`src/rtl/imem_loader.sv`:
```
// imem_loader: writer side of the instruction memory.
// Accepts a byte stream (valid/ready), assembles big-endian 32-bit words
// and writes them to the instruction RAM. The stream starts with a 4-byte
// word count N followed by N words. The CPU is held in reset until the
// image is fully loaded.
//
// Ports:
//   clk, rst          clock, synchronous active-high reset
//   start             one-cycle pulse that begins a load (IDLE/DONE/ERR)
//   in_valid/in_data  stream byte and its qualifier
//   in_ready          loader accepts a byte this cycle (registered)
//   im_we/im_a/im_d   RAM write port (one-cycle write pulse per word)
//   im_byte_addr      CPU-visible byte address of the current write
//   cpu_rst           CPU reset, released only in DONE
//   done              image fully loaded
//   err               header word count exceeds DEPTH
module imem_loader #(
  parameter logic [31:0] BASE  = 32'h00400000,
  parameter int          AW    = 11,
  parameter int          DEPTH = 2048
) (
  input  logic          clk,
  input  logic          rst,
  input  logic          start,
  input  logic          in_valid,
  input  logic [7:0]    in_data,
  output logic          in_ready,
  output logic          im_we,
  output logic [AW-1:0] im_a,
  output logic [31:0]   im_d,
  output logic [31:0]   im_byte_addr,
  output logic          cpu_rst,
  output logic          done,
  output logic          err
);

  typedef enum logic [2:0] {
    S_IDLE,
    S_HDR,
    S_DATA,
    S_DONE,
    S_ERR
  } state_t;

  localparam logic [31:0] DEPTH32 = 32'(DEPTH);

  state_t      state, state_n;
  logic [23:0] asm_q;      // three most recent bytes of the word in progress
  logic [31:0] n_q;        // latched word count
  logic [1:0]  bcnt;
  logic [AW:0] idx;        // one extra bit so N == DEPTH ends without wrap

  logic          acc;
  logic          last_byte;
  logic [31:0]   word;
  logic [AW:0]   idx_inc;

  assign acc       = in_valid && in_ready;
  assign last_byte = acc && (bcnt == 2'd3);
  assign word      = {asm_q, in_data};
  assign idx_inc   = idx + 1'b1;

  assign im_byte_addr = BASE + (32'(im_a) << 2);

  always_ff @(posedge clk) begin
    if (rst) state <= S_IDLE;
    else     state <= state_n;
  end

  always_comb begin
    state_n = state;
    case (state)
      S_IDLE: if (start) state_n = S_HDR;
      S_HDR: begin
        if (last_byte) begin
          if (word == '0)          state_n = S_DONE;
          else if (word > DEPTH32) state_n = S_ERR;
          else                     state_n = S_DATA;
        end
      end
      S_DATA: if (last_byte && (32'(idx_inc) == n_q)) state_n = S_DONE;
      S_DONE: if (start) state_n = S_HDR;
      S_ERR:  if (start) state_n = S_HDR;
      default: state_n = S_IDLE;
    endcase
  end

  // Status outputs are registered from the next state so they change on the
  // same edge as the state itself; in_ready therefore never sees in_valid.
  always_ff @(posedge clk) begin
    if (rst) begin
      in_ready <= 1'b0;
      im_we    <= 1'b0;
      im_a     <= '0;
      im_d     <= '0;
      cpu_rst  <= 1'b1;
      done     <= 1'b0;
      err      <= 1'b0;
      asm_q    <= '0;
      n_q      <= '0;
      bcnt     <= '0;
      idx      <= '0;
    end else begin
      im_we    <= 1'b0;
      in_ready <= (state_n == S_HDR) || (state_n == S_DATA);
      done     <= (state_n == S_DONE);
      err      <= (state_n == S_ERR);
      cpu_rst  <= (state_n != S_DONE);

      if (acc) begin
        asm_q <= word[23:0];
        bcnt  <= bcnt + 2'd1;
      end

      if (start && (state == S_IDLE || state == S_DONE || state == S_ERR)) begin
        bcnt <= '0;
        idx  <= '0;
      end

      if (state == S_HDR && last_byte) begin
        n_q <= word;
        idx <= '0;
      end

      if (state == S_DATA && last_byte) begin
        im_we <= 1'b1;
        im_a  <= idx[AW-1:0];
        im_d  <= word;
        idx   <= idx_inc;
      end
    end
  end

endmodule

```
`config.mk`:
```
export PLATFORM = sky130hd
export DESIGN_NAME = imem_loader
export DESIGN_NICKNAME = d
export VERILOG_FILES = /design/src/rtl/imem_loader.sv
export SDC_FILE = /design/constraint.sdc
export NUM_CORES = 1
export LEC_CHECK = 0
export CORE_MARGIN = 5
export CORE_UTILIZATION = 50
export CTS_CLUSTER_DIAMETER = 200
export DETAILED_ROUTE_END_ITERATION = 12
export PLACE_DENSITY = 0.77
export SLEW_MARGIN = 25
export SYNTH_ARGS = -nofsm -noshare
export SYNTH_HDL_FRONTEND = slang
export SYNTH_SLANG_ARGS = --single-unit
```
`constraint.sdc`:
```
create_clock -name clk -period 5.1 [get_ports clk]
set_clock_uncertainty 0.2 [all_clocks]
set_input_delay 1.02 -clock clk [delete_from_list [all_inputs] [get_ports clk]]
set_output_delay 1.02 -clock clk [all_outputs]
set_load 0.005 [all_outputs]
```
======== After elaboration in Yosys (flattened, before gate mapping) ========
Index checks and enable logic that the tools add are counted.
storage, ports and cells
  register bits ........................... 121
  bits in latches ......................... 0
  RAM bits ................................ 0
  bits in read-only memories .............. 0
  input bits .............................. 12
  logic and storage cells ................. 51
  memories kept ........................... 0
operators by class
  add/subtract/negate cells ............... 3
  multipliers ............................. 0
  divide/modulo/power cells ............... 0
  magnitude comparators ................... 1
  equal/unequal tests ..................... 11
  shifts and indexed selects .............. 0
  muxes and demuxes ....................... 10
  bitwise gates (word level) .............. 0
  reductions and logical operators ........ 14
operator list
  cell                                                                                number
  12-bit two-way mux                                                                  3
  12-bit by 32-bit equality test with 1-bit output                                    1
  32-bit by 12-bit greater-than comparator with 1-bit output (second input constant)  1
  32-bit zero test                                                                    1
  23-bit by 13-bit adder with 24-bit output (first input constant)                    1
  3-bit two-way mux                                                                   5
  12-bit by 1-bit adder with 12-bit output (second input constant)                    1
  3-bit by 2-bit equality test with 1-bit output (second input constant)              4
  3-bit one-hot mux with 3 select lines                                               1
  3-bit by 1-bit equality test with 1-bit output (second input constant)              2
  3-bit equality test (second input constant)                                         2
  1-bit logical AND                                                                   6
  3-bit zero test                                                                     1
  1-bit logical OR                                                                    3
  3-bit by 2-bit inequality test with 1-bit output (second input constant)            1
  3-bit nonzero test                                                                  1
  3-bit OR reduction                                                                  1
  2-bit by 1-bit adder with 2-bit output (second input constant)                      1
  2-bit equality test (second input constant)                                         1
  2-bit OR reduction                                                                  1
  1-bit two-way mux                                                                   1

======== Depth between registers and ports, before layout ========
  depth in word-level cells ............... 7
  depth in mapped cells ................... 9
  mapped depth without buffers ............ 8

======== Least setup slack after synthesis ========
No wires, ideal clock.
  path kind ............................... input port to flip-flop
  from .................................... input port in_valid
  to ...................................... register in_ready
  setup time .............................. 121 ps
  arrival time ............................ 2,619 ps
  setup slack ............................. 2,160 ps
  stages on the path ...................... 7
  cell sequence ........................... nand3_1 -> or3_1 -> buf_2 -> nor4_1 -> o2111ai_1 -> o31ai_4 -> mux2_4
between the ends
  cells in the longest elaborated chain, start to end .. 7
  elaborated cells between the ends (all ways) .. 9
  those cells by class .................... eq/ne (2); mux (3); reduce/logical (4)
RTL lines
  element                                                                                                           line  source
  start, declared                                                                                                   25    input logic in_valid,
  1-bit logical AND *                                                                                               58    assign acc = in_valid && in_ready;
  1-bit logical AND *                                                                                               59    assign last_byte = acc && (bcnt == 2'd3);
  1-bit logical AND                                                                                                 81    S_DATA: if (last_byte && (32'(idx_inc) == n_q)) state_n = S_DONE;
  3-bit two-way mux                                                                                                 81
  3-bit one-hot mux with 3 select lines *                                                                           72    case (state)
  3-bit by 1-bit equality test with 1-bit output or 3-bit by 2-bit equality test with 1-bit output (tied branches)  105   in_ready <= (state_n == S_HDR) || (state_n == S_DATA);
  1-bit logical OR *                                                                                                105
  end signal, assigned                                                                                              105
  end, declared                                                                                                     27    output logic in_ready,
Mark *: on every way between the ends. The rest lies on a longest branch, timed or not.
A chain may end at the register's enable or synchronous reset.

======== Worst setup path after layout ========
Ends and elaborated chain as after synthesis.

==> impl_metrics.sql <==
INSERT INTO impl_metrics (metric_group, metric, value, unit) VALUES
('status', 'outcome', 'complete, no violations', ''),
('route', 'route.detailed.drc', '0', ''),
('clock_tree', 'clk_latency', '520', 'ps'),
('route', 'drt_iter0_drc', '337', ''),
('clock_tree', 'cts.repair.resized', '0', ''),
('clock_tree', 'cts_root_buffer', 'clkbuf_8', ''),
('hold_path', 'hp-class', 'reg2reg', ''),
('pwr', 'p_leak', '0.00214', 'uW'),
('setup_path', 'cp_top_family', 'simple AND/OR/NAND/NOR gates', ''),
('floorplan', 'die_area', '0.0123', 'sq mm'),
('sta', 'finalSetupTns', '0', 'ps'),
('synthesis', 'ys_types', '54', ''),
('sta', 'fmaxAchievable', '331', 'MHz'),
('route', 'vias', '4479', ''),
('route', 'post_route_antenna_net_violation_count', '0', ''),
('synthesis', 'synth_compound_area_share', '16.6', '%'),
('sta', 'hold_ws', '254', 'ps'),
('setup_path', 'critical_path.max_stage_delay', '500', 'ps'),
('sta', 'maxSlewViolCount', '0', ''),
('final_layout', 'finish.net_count', '701', ''),
('global_routing', 'first_pass_grt_wire_length', '21100', 'um'),
('floorplan', 'num_rows', '36', ''),
('global_routing', 'overflow', '0', ''),
('sta', 'setup_repair_after_global_routing_missed_its_margin', 'false', ''),
('final_layout', 'finalNonFillerCells', '833', ''),
('floorplan', 'top_level_ports', '92', ''),
('placed_design', 'gp_congestion', '0.868', ''),
('route', 'via_per_inst', '5.38', ''),
('synthesis', 'synth.most_common_cell', 'nand2_1', ''),
('flow_run', 'maxCapViolations', '0', ''),
('synthesis', 'synth_edf_count', '0', ''),
('synthesis', 'async_reset_ff_share', '0', '%'),
('synthesis', 'post_synth_main_area_contributors', 'dfxtp_1 48%, nand2_1 16%, a21oi_1 10%', ''),
('route', 'detailedRoute.firstPassIterationCount', '5', ''),
('final_layout', 'num_antenna_cells', '0', ''),
('synthesis', 'post_synth_fa_ha_maj_area_fraction', '0.493', '%'),
('synthesis', 'synth_mux_area_share', '0.296', '%'),
('global_routing', 'grt_usage', '20.5', '%'),
('route', 'wl', '12400', 'um'),
('clock_tree', 'clock_sink_count', '121', ''),
('synthesis', 'synth-warning-count', '0', ''),
('setup_path', 'buffers_plus_inverters_on_the_worst_setup_path', '1', ''),
('setup_path', 'worstSetupPathType', 'in2reg', ''),
('placed_design', 'io_buffers', '70', ''),
('clock_tree', 'clock_slew_seen_by_the_registers_of_the_worst_setup_and_hold_paths', '60', 'ps'),
('final_layout', 'synthToLayoutAreaGrowth', '23.6', '%'),
('sta', 'timing_hold_violations_final', '0', ''),
('synthesis', 'synthTopCellsByCount', '212 x nand2_1, 121 x dfxtp_1, 102 x a21oi_1, 34 x clkbuf_1, 32 x buf_4', ''),
('placed_design', 'dp_hpwl', '8110', 'um'),
('synthesis', 'syn-instance-count', '649', ''),
('placed_design', 'post-place-cells', '801', ''),
('sta', 'worst_slew_margin_rel', '34.0', '%'),
('synthesis', 'synth_xor_xnor_area_share', '2.24', '%'),
('sta', 'period_minus_slack', '3020', 'ps'),
('clock_tree', 'post-cts-setup-buffers', '0', ''),
('sta', 'timing.final.setup_violations', '0', ''),
('synthesis', 'combinational_family_with_the_most_area_after_synthesis', 'simple AND/OR/NAND/NOR gates', ''),
('setup_path', 'worst_setup_path_end_kind', 'flop', ''),
('global_routing', 'first_global_vias', '4310', ''),
('pwr', 'peakVddDrop', '202', 'uV'),
('synthesis', 'syn-cell-area', '0.00507', 'sq mm'),
('pwr', 'pwr_density_cell', '364', 'mW/mm^2'),
('clock_tree', 'cts-hold-fix-buffers', '0', ''),
('synthesis', 'postSynth.topFlopCell', 'dfxtp_1', ''),
('final_layout', 'drive_gt1_share', '7.14', '%'),
('setup_path', 'worstSetupStartpointType', 'input port', ''),
('floorplan', 'coreArea', '0.00982', 'sq mm'),
('setup_path', 'chain_of_cells_forming_the_critical_path', 'clkdlybuf4s50_1 > nand3_1 > or3_1 > nor4_1 > o2111ai_1 > o31ai_4 > mux2_4', ''),
('global_routing', 'grt_start_max_net_pins', '106', ''),
('synthesis', 'ys_ff_latch', '121', ''),
('setup_path', 'slowest_stage_cell_crit_path', 'clkdlybuf4s50_1', '');
[cells by family (layout without fill, tap and decap cells)]
logic type | Yosys count | count (layout)
AO/OA/AOI/OAI | 148 | 148
XOR/XNOR | 13 | 13
buffers and inverters | 77 | 109
multiplexers | 1 | 1
other | 2 | 21
flip-flops | 121 | 121
adder cells (fa/ha/maj) | 2 | 2
AND/OR/NAND/NOR | 285 | 285
[report_power, final]
part           total, uW  internal, uW  switching [uW]
combinational       61.6          19.6            42.0
clock               1260           805             458
sequential           958           951            7.89
total               2280          1770             508
[worst register-to-register path, delay by kind of cell (launching register included)]
family | cells | cell delay, ps
AND/OR/NAND/NOR | 2 | 700
flip-flops | 1 | 520
AO/OA/AOI/OAI | 2 | 480
adder cells (fa/ha/maj) | 1 | 330
multiplexers | 1 | 320
XOR/XNOR | 1 | 200
[through the flow]
| stage | power (uW) | setup slack (ps) | util (%) |
|---|---|---|---|
| floorplan | 1030 | 2160 | - |
| global placement | 1040 | 1540 | 57.4 |
| detailed placement | 1040 | 1480 | 57.4 |
| CTS | 2290 | 1990 | 63.8 |
| global route | 2350 | 2000 | 63.9 |
| finish | 2280 | 2080 | 63.9 |
[worst paths after layout]
| check | start | to | depth (start not counted) |
|---|---|---|---|
| hold reg to reg | im_d[27] | im_d[27] | 2 |
| setup / recovery | in_valid | in_ready | 7 |
| hold / removal | im_d[27] | im_d[27] | 2 |
| setup reg to reg | idx[0] | in_ready | 7 |
[per-layer routing]
metal  vias to the layer above  track usage [%]  share of wire (%)
met4                         0             7.39                1.6
li1                       2198                -                  -
met1                      2065             27.1                 44
met2                       191             32.2                 47
met3                        25             5.73                7.9
met5                         -                0                  0
[registers in the layout (all words and copies together), names as in the netlist]
register / count
bcnt: 2
im_d: 32
done: 1
idx: 12
err: 1
asm_q: 24
in_ready: 1
im_a: 11
state: 3
cpu_rst: 1
n_q: 32
im_we: 1
[cell type report]
type	instances	area (sq um)
clock buffers	17	414
clock inverters	15	211
fillers	823	3550
inverters	3	11.3
multi-input cells	470	2320
flip-flops and latches	121	2420
well taps	133	166
repair buffers	74	729
[layout by cell type, fill, tap and decap left out, types with 3 or more instances in the layout]
master and n:
a21oi_1 102, a31oi_1 4, and2_1 3, buf_4 3, bufinv_16 4, clkbuf_16 16
clkdlybuf4s50_1 69, conb_1 21, dfxtp_1 121, inv_6 7, nand2_1 211, nand2b_1 7
nand3_1 7, nand4_1 3, nor2_1 19, nor2b_1 3, nor3_1 3, nor4_1 13
o21ai_0 18, o31ai_1 3, xnor2_1 8, xor2_1 5
Note: power is estimated with default switching activity, not from simulation.
